$ cat src/rtl/shadow_register_restorer.sv
// shadow_register_restorer
//   Reloads a saved shadow-register frame from the stack into the integer
//   register file and the mepc/mcause CSRs on trap return. Word loads are
//   pipelined to the data cache (up to MAX_OUTSTANDING in flight), and each
//   returned word goes straight to a dedicated register-file write port.
//   Frame slots (word k at sp + k*WB): 0 = mepc, 1 and 3..31 = x[k],
//   2 = unused, 32 = mcause. x2 is rebuilt as sp + 33*WB.
// Ports
//   clk_i, rst_ni               clock, synchronous active-low reset
//   restore_req_i/restore_sp_i  restore request and frame base address
//   restore_ready_o             idle, request can be accepted
//   mem_req_o/mem_addr_o/mem_gnt_i                 load request handshake
//   mem_rvalid_i/mem_rdata_i/mem_err_i             in-order load responses
//   rf_we_o/rf_waddr_o/rf_wdata_o                  register-file write port
//   csr_valid_o/mepc_o/mcause_o                    restored CSR values
//   done_o/error_o              completion / abort pulses
module shadow_register_restorer #(
  parameter int XLEN            = 64,
  parameter int ADDR_WIDTH      = 64,
  parameter int MAX_OUTSTANDING = 2
) (
  input  logic                  clk_i,
  input  logic                  rst_ni,
  input  logic                  restore_req_i,
  input  logic [ADDR_WIDTH-1:0] restore_sp_i,
  output logic                  restore_ready_o,
  output logic                  mem_req_o,
  output logic [ADDR_WIDTH-1:0] mem_addr_o,
  input  logic                  mem_gnt_i,
  input  logic                  mem_rvalid_i,
  input  logic [XLEN-1:0]       mem_rdata_i,
  input  logic                  mem_err_i,
  output logic                  rf_we_o,
  output logic [4:0]            rf_waddr_o,
  output logic [XLEN-1:0]       rf_wdata_o,
  output logic                  csr_valid_o,
  output logic [XLEN-1:0]       mepc_o,
  output logic [XLEN-1:0]       mcause_o,
  output logic                  done_o,
  output logic                  error_o
);

  localparam int WB       = XLEN / 8;
  localparam int WB_SHIFT = $clog2(WB);
  localparam int CNT_W    = $clog2(MAX_OUTSTANDING + 1);

  localparam logic [ADDR_WIDTH-1:0] ALIGN_MASK  = ADDR_WIDTH'(WB - 1);
  localparam logic [ADDR_WIDTH-1:0] FRAME_BYTES = ADDR_WIDTH'(33 * WB);
  localparam logic [CNT_W-1:0]      MAX_OUT     = CNT_W'(MAX_OUTSTANDING);
  localparam logic [5:0]            SLOT_MEPC   = 6'd0;
  localparam logic [5:0]            SLOT_MCAUSE = 6'd32;

  typedef enum logic [2:0] {
    S_IDLE   = 3'd0,
    S_ISSUE  = 3'd1,
    S_DRAIN  = 3'd2,
    S_FINISH = 3'd3,
    S_ABORT  = 3'd4
  } state_e;

  state_e                  state_q, state_d;
  logic [ADDR_WIDTH-1:0]   sp_q, sp_d;
  logic [5:0]              issue_idx_q, issue_idx_d;
  logic [5:0]              resp_idx_q, resp_idx_d;
  logic [CNT_W-1:0]        outstanding_q, outstanding_d;
  logic                    err_q, err_d;
  logic [XLEN-1:0]         mepc_q, mepc_d;
  logic [XLEN-1:0]         mcause_q, mcause_d;

  logic                    resp_active_s;
  logic                    resp_err_s;
  logic                    resp_ok_s;
  logic                    issue_s;
  logic                    slot_is_gpr_s;
  logic [ADDR_WIDTH-1:0]   sp_end_s;

  // Slot sequence skips index 2 (x2 is regenerated, never loaded).
  function automatic logic [5:0] next_slot(input logic [5:0] idx);
    if (idx == 6'd1) begin
      return 6'd3;
    end else begin
      return idx + 6'd1;
    end
  endfunction

  // A response is only meaningful while loads are known to be in flight;
  // stray beats (e.g. after a mid-restore reset) fall through silently.
  assign resp_active_s = mem_rvalid_i && (outstanding_q != '0) &&
                         ((state_q == S_ISSUE) || (state_q == S_DRAIN));
  assign resp_err_s    = resp_active_s && mem_err_i;
  assign resp_ok_s     = resp_active_s && !mem_err_i && !err_q;
  assign slot_is_gpr_s = (resp_idx_q != SLOT_MEPC) && (resp_idx_q != SLOT_MCAUSE);
  assign sp_end_s      = sp_q + FRAME_BYTES;

  // An error beat withdraws the request in the same cycle so nothing new issues.
  assign mem_req_o  = (state_q == S_ISSUE) && (outstanding_q < MAX_OUT) && !resp_err_s;
  assign issue_s    = mem_req_o && mem_gnt_i;
  assign mem_addr_o = (state_q == S_ISSUE) ?
                      (sp_q + (ADDR_WIDTH'(issue_idx_q) << WB_SHIFT)) : '0;

  assign restore_ready_o = (state_q == S_IDLE);
  assign rf_we_o         = (resp_ok_s && slot_is_gpr_s) || (state_q == S_FINISH);
  assign rf_waddr_o      = (state_q == S_FINISH) ? 5'd2 :
                           (rf_we_o ? resp_idx_q[4:0] : 5'd0);
  assign rf_wdata_o      = (state_q == S_FINISH) ? XLEN'(sp_end_s) :
                           (rf_we_o ? mem_rdata_i : '0);
  assign csr_valid_o     = (state_q == S_FINISH);
  assign done_o          = (state_q == S_FINISH);
  assign error_o         = (state_q == S_ABORT);
  assign mepc_o          = mepc_q;
  assign mcause_o        = mcause_q;

  // Next-state computation for the sequencer, counters and CSR latches
  always_comb begin
    state_d     = state_q;
    sp_d        = sp_q;
    err_d       = err_q;
    mepc_d      = mepc_q;
    mcause_d    = mcause_q;

    // Simultaneous grant and response cancel out.
    case ({issue_s, resp_active_s})
      2'b10:   outstanding_d = outstanding_q + CNT_W'(1);
      2'b01:   outstanding_d = outstanding_q - CNT_W'(1);
      default: outstanding_d = outstanding_q;
    endcase

    if (issue_s) begin
      issue_idx_d = next_slot(issue_idx_q);
    end else begin
      issue_idx_d = issue_idx_q;
    end

    if (resp_active_s) begin
      resp_idx_d = next_slot(resp_idx_q);
    end else begin
      resp_idx_d = resp_idx_q;
    end

    if (resp_ok_s && (resp_idx_q == SLOT_MEPC)) begin
      mepc_d = mem_rdata_i;
    end else if (resp_ok_s && (resp_idx_q == SLOT_MCAUSE)) begin
      mcause_d = mem_rdata_i;
    end else begin
      mepc_d = mepc_q;
    end

    if (resp_err_s) begin
      err_d = 1'b1;
    end else begin
      err_d = err_q;
    end

    case (state_q)
      S_IDLE: begin
        if (restore_req_i) begin
          sp_d          = restore_sp_i;
          issue_idx_d   = 6'd0;
          resp_idx_d    = 6'd0;
          outstanding_d = '0;
          err_d         = 1'b0;
          if ((restore_sp_i & ALIGN_MASK) != '0) begin
            state_d = S_ABORT;
          end else begin
            state_d = S_ISSUE;
          end
        end else begin
          state_d = S_IDLE;
        end
      end
      S_ISSUE: begin
        if (resp_err_s) begin
          state_d = S_DRAIN;
        end else if (issue_s && (issue_idx_q == SLOT_MCAUSE)) begin
          state_d = S_DRAIN;
        end else begin
          state_d = S_ISSUE;
        end
      end
      S_DRAIN: begin
        // Looking at the post-response count lets the last beat and the
        // exit decision share a cycle.
        if (outstanding_d == '0) begin
          state_d = err_d ? S_ABORT : S_FINISH;
        end else begin
          state_d = S_DRAIN;
        end
      end
      S_FINISH: state_d = S_IDLE;
      S_ABORT:  state_d = S_IDLE;
      default:  state_d = S_IDLE;
    endcase
  end

  // State register with synchronous active-low reset
  always_ff @(posedge clk_i) begin
    if (!rst_ni) begin
      state_q       <= S_IDLE;
      sp_q          <= '0;
      issue_idx_q   <= 6'd0;
      resp_idx_q    <= 6'd0;
      outstanding_q <= '0;
      err_q         <= 1'b0;
      mepc_q        <= '0;
      mcause_q      <= '0;
    end else begin
      state_q       <= state_d;
      sp_q          <= sp_d;
      issue_idx_q   <= issue_idx_d;
      resp_idx_q    <= resp_idx_d;
      outstanding_q <= outstanding_d;
      err_q         <= err_d;
      mepc_q        <= mepc_d;
      mcause_q      <= mcause_d;
    end
  end

endmodule

$ cat config.mk
export PLATFORM = sky130hd
export DESIGN_NAME = shadow_register_restorer
export DESIGN_NICKNAME = d
export VERILOG_FILES = /design/src/rtl/shadow_register_restorer.sv
export SDC_FILE = /design/constraint.sdc
export NUM_CORES = 1
export LEC_CHECK = 0
export CAP_MARGIN = 20
export CORE_MARGIN = 2
export CORE_UTILIZATION = 31
export DETAILED_ROUTE_END_ITERATION = 7
export HOLD_SLACK_MARGIN = 0.1
export PLACE_DENSITY = 0.59
export SYNTH_ARGS = -nofsm -noshare
export SYNTH_HDL_FRONTEND = slang
export SYNTH_SLANG_ARGS = --single-unit
$ cat constraint.sdc
create_clock -name clk_i -period 3.1 [get_ports clk_i]
set_input_delay 0.775 -clock clk_i [delete_from_list [all_inputs] [get_ports clk_i]]
set_output_delay 0.775 -clock clk_i [all_outputs]
set_load 0.1 [all_outputs]
==> metrics.md <==
| Metric | Value |
|---|---|
| Wire per inst | between 20 and 25 um |
| Crit-path max FO | 5 |
| Total I/O pin count | about 400 |
| CP delay by family, top | buffers and inverters |
| CP Cell Sequence | ha_4 > o211ai_1 > o21ai_1 > buf_4 > nand4_1 > buf_6 > buf_12 > or4_4 > a21oi_4 > buf_12 |
| Syn_nets | approximately 1800 |
| Min-delay src | mepc_o[39] |
| Pins Over Slew Limit | 0 |
| DR iter-0 viols | between 1000 and 1500 |
| Sink Count | between 200 and 250 |
| Area of the mapped netlist | 12220 um2 |
| Placed insts | around 2700 |
| Register area | between 4000 and 5000 um2 |
| Root buf cell | clkbuf_16 |
| Worst slew margin | 0.6082 |
| GRT met3 Usage | 0.04912 |
| CP startpoint kind | flip-flop |
| Synthesis-to-finish area growth | 95.96% |
| Prevailing post-synth register cell | dfxtp_1 |
| Crit-path slowest cell | or4_4 |
| Upper clock frequency limit | roughly 280 MHz |
| CP Depth | 10 |
| Post-layout net count | about 2400 |
| Largest net degree at the start of global routing | 142 |
| Kind of critical path | flip-flop to primary output |
| Crit path buffers/inverters | 4 |
| Crit share post-route | 1.169 |
| Finished Layout Cells | 2795 |
| Layout cells sized above 1 | 0.4387 |
| Via density per instance | 5.337 |
| Die W | between 200 and 250 um |
| Global Route Usage Sum | 0.2885 |
| Final ANT Viol Nets | 0 |
| Seq/Total Area, Yosys | 0.3439 |
| GR Util met2 | 0.4703 |
| Endpoints failing hold | 0 |
| Clock Path Buffers | 3 |
| Most used routing layer | met2 |
| Hold Slack | ~0.45 ns |
| Worst hold-check path type | flip-flop to flip-flop |
| FF-to-FF Start | state_q[2] |
| Hold buffers post-CTS | 0 |
| GPL Wtd Cong | 0.9616 |
| IR drop worst, VDD | ~300 uV |
| Req. time, crit path | roughly 2.3 ns |
| Drt drc | 0 |
| Detail Placement HPWL | between 40 and 50 mm |
| Final min period | ~3.6 ns |
| Syn avg cell area | approximately 7.3 um2 |
| Vias in the first global route | between 10000 and 15000 |
| CP endpoint kind | primary output |
| Critical path arrival | 2.85 ns |
| Met1 usage | 0.3794 |
| Yosys warnings | 0 |
| Fillcell total | 3236 |
| CTS Buf Count | 24 |
| Pre-antenna DRT Iters | 6 |
| Pre-CTS setup slack | -0.2201 ns |
| First-pass GRT wire length | ~90 mm |
| Status | complete, but fails checks |
| Slowest stage delay, CP | 0.43 ns |
| Gate Count Post-Synth | approximately 1700 |
| RSZ-0062 raised after global routing | true |
| Die area | between 40000 and 50000 um2 |
| Synth unique cells | 62 |
| Site row count | between 70 and 80 |
| CP most frequent cell | buf_12 |
| Worst-Skew Late Latency | roughly 0.54 ns |
| EDFF count, synth | 0 |
| Initial antenna violation count | 2 |
| Drt total wl | 62.23 mm |
| Worst-Margin Slew | slightly below 0.6 ns |
| Clock slew at reported path FFs | approximately 0.06 ns |
| CTS tree | built |
| H-tree depth | 1 |
| Buffers added on ports | 400 |
| Total of max-cap violations | 0 |
| Grt ovf | 0 |
| PwrDens | 281.9 nW/um2 |
| #FFs+latches synth | 210 |
| DIE HEIGHT | roughly 200 um |
| Initial Util | 0.3148 |
| Violated checks | negative setup slack |
| Worst Setup SP | sp_q[7] |
| Setup violators final | roughly 110 |
| Worst reg-to-reg path cell count | 12 |
| Final worst slack | -0.5235 ns |
| Async set-reset flop share out of synthesis | 0 |
| LEAKAGE | about 9.0 nW |
| Multi-input combinational cell area | 10110 um2 |
| Post-route clock skew | roughly 0.014 ns |
| Core Box Area | just under 40000 um2 |
| Vias | between 10000 and 15000 |
| WHS Path Cells | 2 |
## timing repair
item	CTS	global route
gates resized for setup	338	105
hold endpoints to repair	0	0
gates cloned	6	1
endpoints found under the setup margin	125	119
pin swaps	86	63
buffers inserted	75	31
## layout by cell type, fill, tap and decap left out, types with 9 or more instances in the layout
cell,count
xnor2_1,12
inv_1,12
dfxtp_4,23
buf_12,159
nand2_4,16
xor2_1,16
or4_4,27
a21oi_1,9
nand4_1,51
buf_4,328
nor4_2,9
nor3_1,11
a21boi_0,173
nor2_2,15
dfxtp_2,27
buf_6,72
and3_1,10
nor3_4,9
dfxtp_1,160
nand3_1,32
nand3_2,13
nor4_4,12
nor2_1,40
and2_1,12
o21ai_4,36
a21oi_4,19
a21boi_1,19
clkdlybuf4s50_1,130
nand2_2,22
xor2_2,21
nand2_1,481
clkbuf_16,27
o211ai_1,18
nor2_4,20
nand3_4,21
xor2_4,18
## final timing paths
path         slack [ns]        endpoint
max               -0.52  mem_addr_o[48]
min                0.45      mepc_o[39]
max reg2reg        0.37      state_q[0]
min reg2reg        0.45      mepc_o[39]
## cell usage after synthesis (3+ instances only)
cell type  count  share of area
nand2_1      521           0.16
dfxtp_1      210           0.34
a21boi_0     173           0.11
clkbuf_1     101          0.031
nor2_1        75          0.023
nand3_1       66          0.027
xor2_1        55          0.039
nand4_1       51          0.026
o21ai_0       51          0.021
or4_1         35          0.021
a21oi_1       30          0.012
buf_2         26          0.011
nor4_1        21          0.011
nor3_1        20         0.0082
a21boi_1      19          0.012
o211ai_1      18          0.011
xnor2_1       17          0.012
and2_1        15         0.0077
a32oi_1       14          0.010
ha_1          14          0.014
or3_1         13         0.0067
inv_1         12         0.0037
and3_1        11         0.0056
o31ai_1       10         0.0061
buf_4          8         0.0049
a211oi_1       7         0.0043
mux2_2         7         0.0064
buf_1          6         0.0018
a22o_1         5         0.0036
nand3b_1       5         0.0031
mux2i_1        4         0.0033
nor3_2         4         0.0033
a21o_1         3         0.0018
nand2b_1       3         0.0015
nand4_2        3         0.0031
nand4b_1       3         0.0022
nor2b_1        3         0.0015
## registers in the layout, indices dropped and copies added, names as in the netlist
name	count
issue_idx_q	6
state_q	3
mepc_o	64
resp_idx_q	6
mcause_o	64
err_q	1
sp_q	64
outstanding_q	2
## layer usage
metal | vias to the layer above | share of wire
met5 | - | 0
met4 | 0 | 0.044
met3 | 160 | 0.069
met2 | 667 | 0.47
met1 | 7187 | 0.42
li1 | 6904 | -
## report_power, final
group,internal [mW],switching [mW],total (mW)
sequential,2.75,0.0791,2.83
clock,1.70,1.18,2.88
combinational,0.455,0.581,1.04
## layout make-up
| cell class | count | share of cell area |
|---|---|---|
| timing repair buffer | 704 | 0.3357 |
| inverter | 13 | 0.002090 |
| multi-input combinational | 1308 | 0.4222 |
| sequential | 210 | 0.1805 |
| tap | 518 | 0.02706 |
| antenna | 2 | 0.0002090 |
| clock buffer | 34 | 0.02878 |
| clock inverter | 6 | 0.003343 |
## through the flow
stage                     setup TNS, ns  cell area (um2)    util  power (mW)
after floorplan                  -3.886            13480       -       3.293
after global placement           -8.255            20320  0.5234       3.788
after detailed placement         -9.381            20320  0.5234       3.794
after CTS                        -28.99            23320  0.6006       6.780
after global routing             -40.79            23950  0.6169       6.989
final                            -30.91            23950  0.6169       6.751
## tightest hold or removal path, cell delays in order (launching register included)
cell	delay, ns
dfxtp_1	0.31
nand2_1	0.05
a21boi_1	0.05
## logic make-up (layout without fill, tap and decap cells)
kind of cell | Yosys count | in the layout | synth area share
multiplexers | 11 | 11 | 0.009725
AND/OR/NAND/NOR | 864 | 864 | 0.3260
buffers and inverters | 156 | 757 | 0.05425
AO/OA/AOI/OAI | 346 | 346 | 0.1985
other | 0 | 2 | 0
adder cells (fa/ha/maj) | 15 | 15 | 0.01597
flip-flops | 210 | 210 | 0.3439
XOR/XNOR | 72 | 72 | 0.05159
Note: power is estimated with default switching activity, not from simulation.
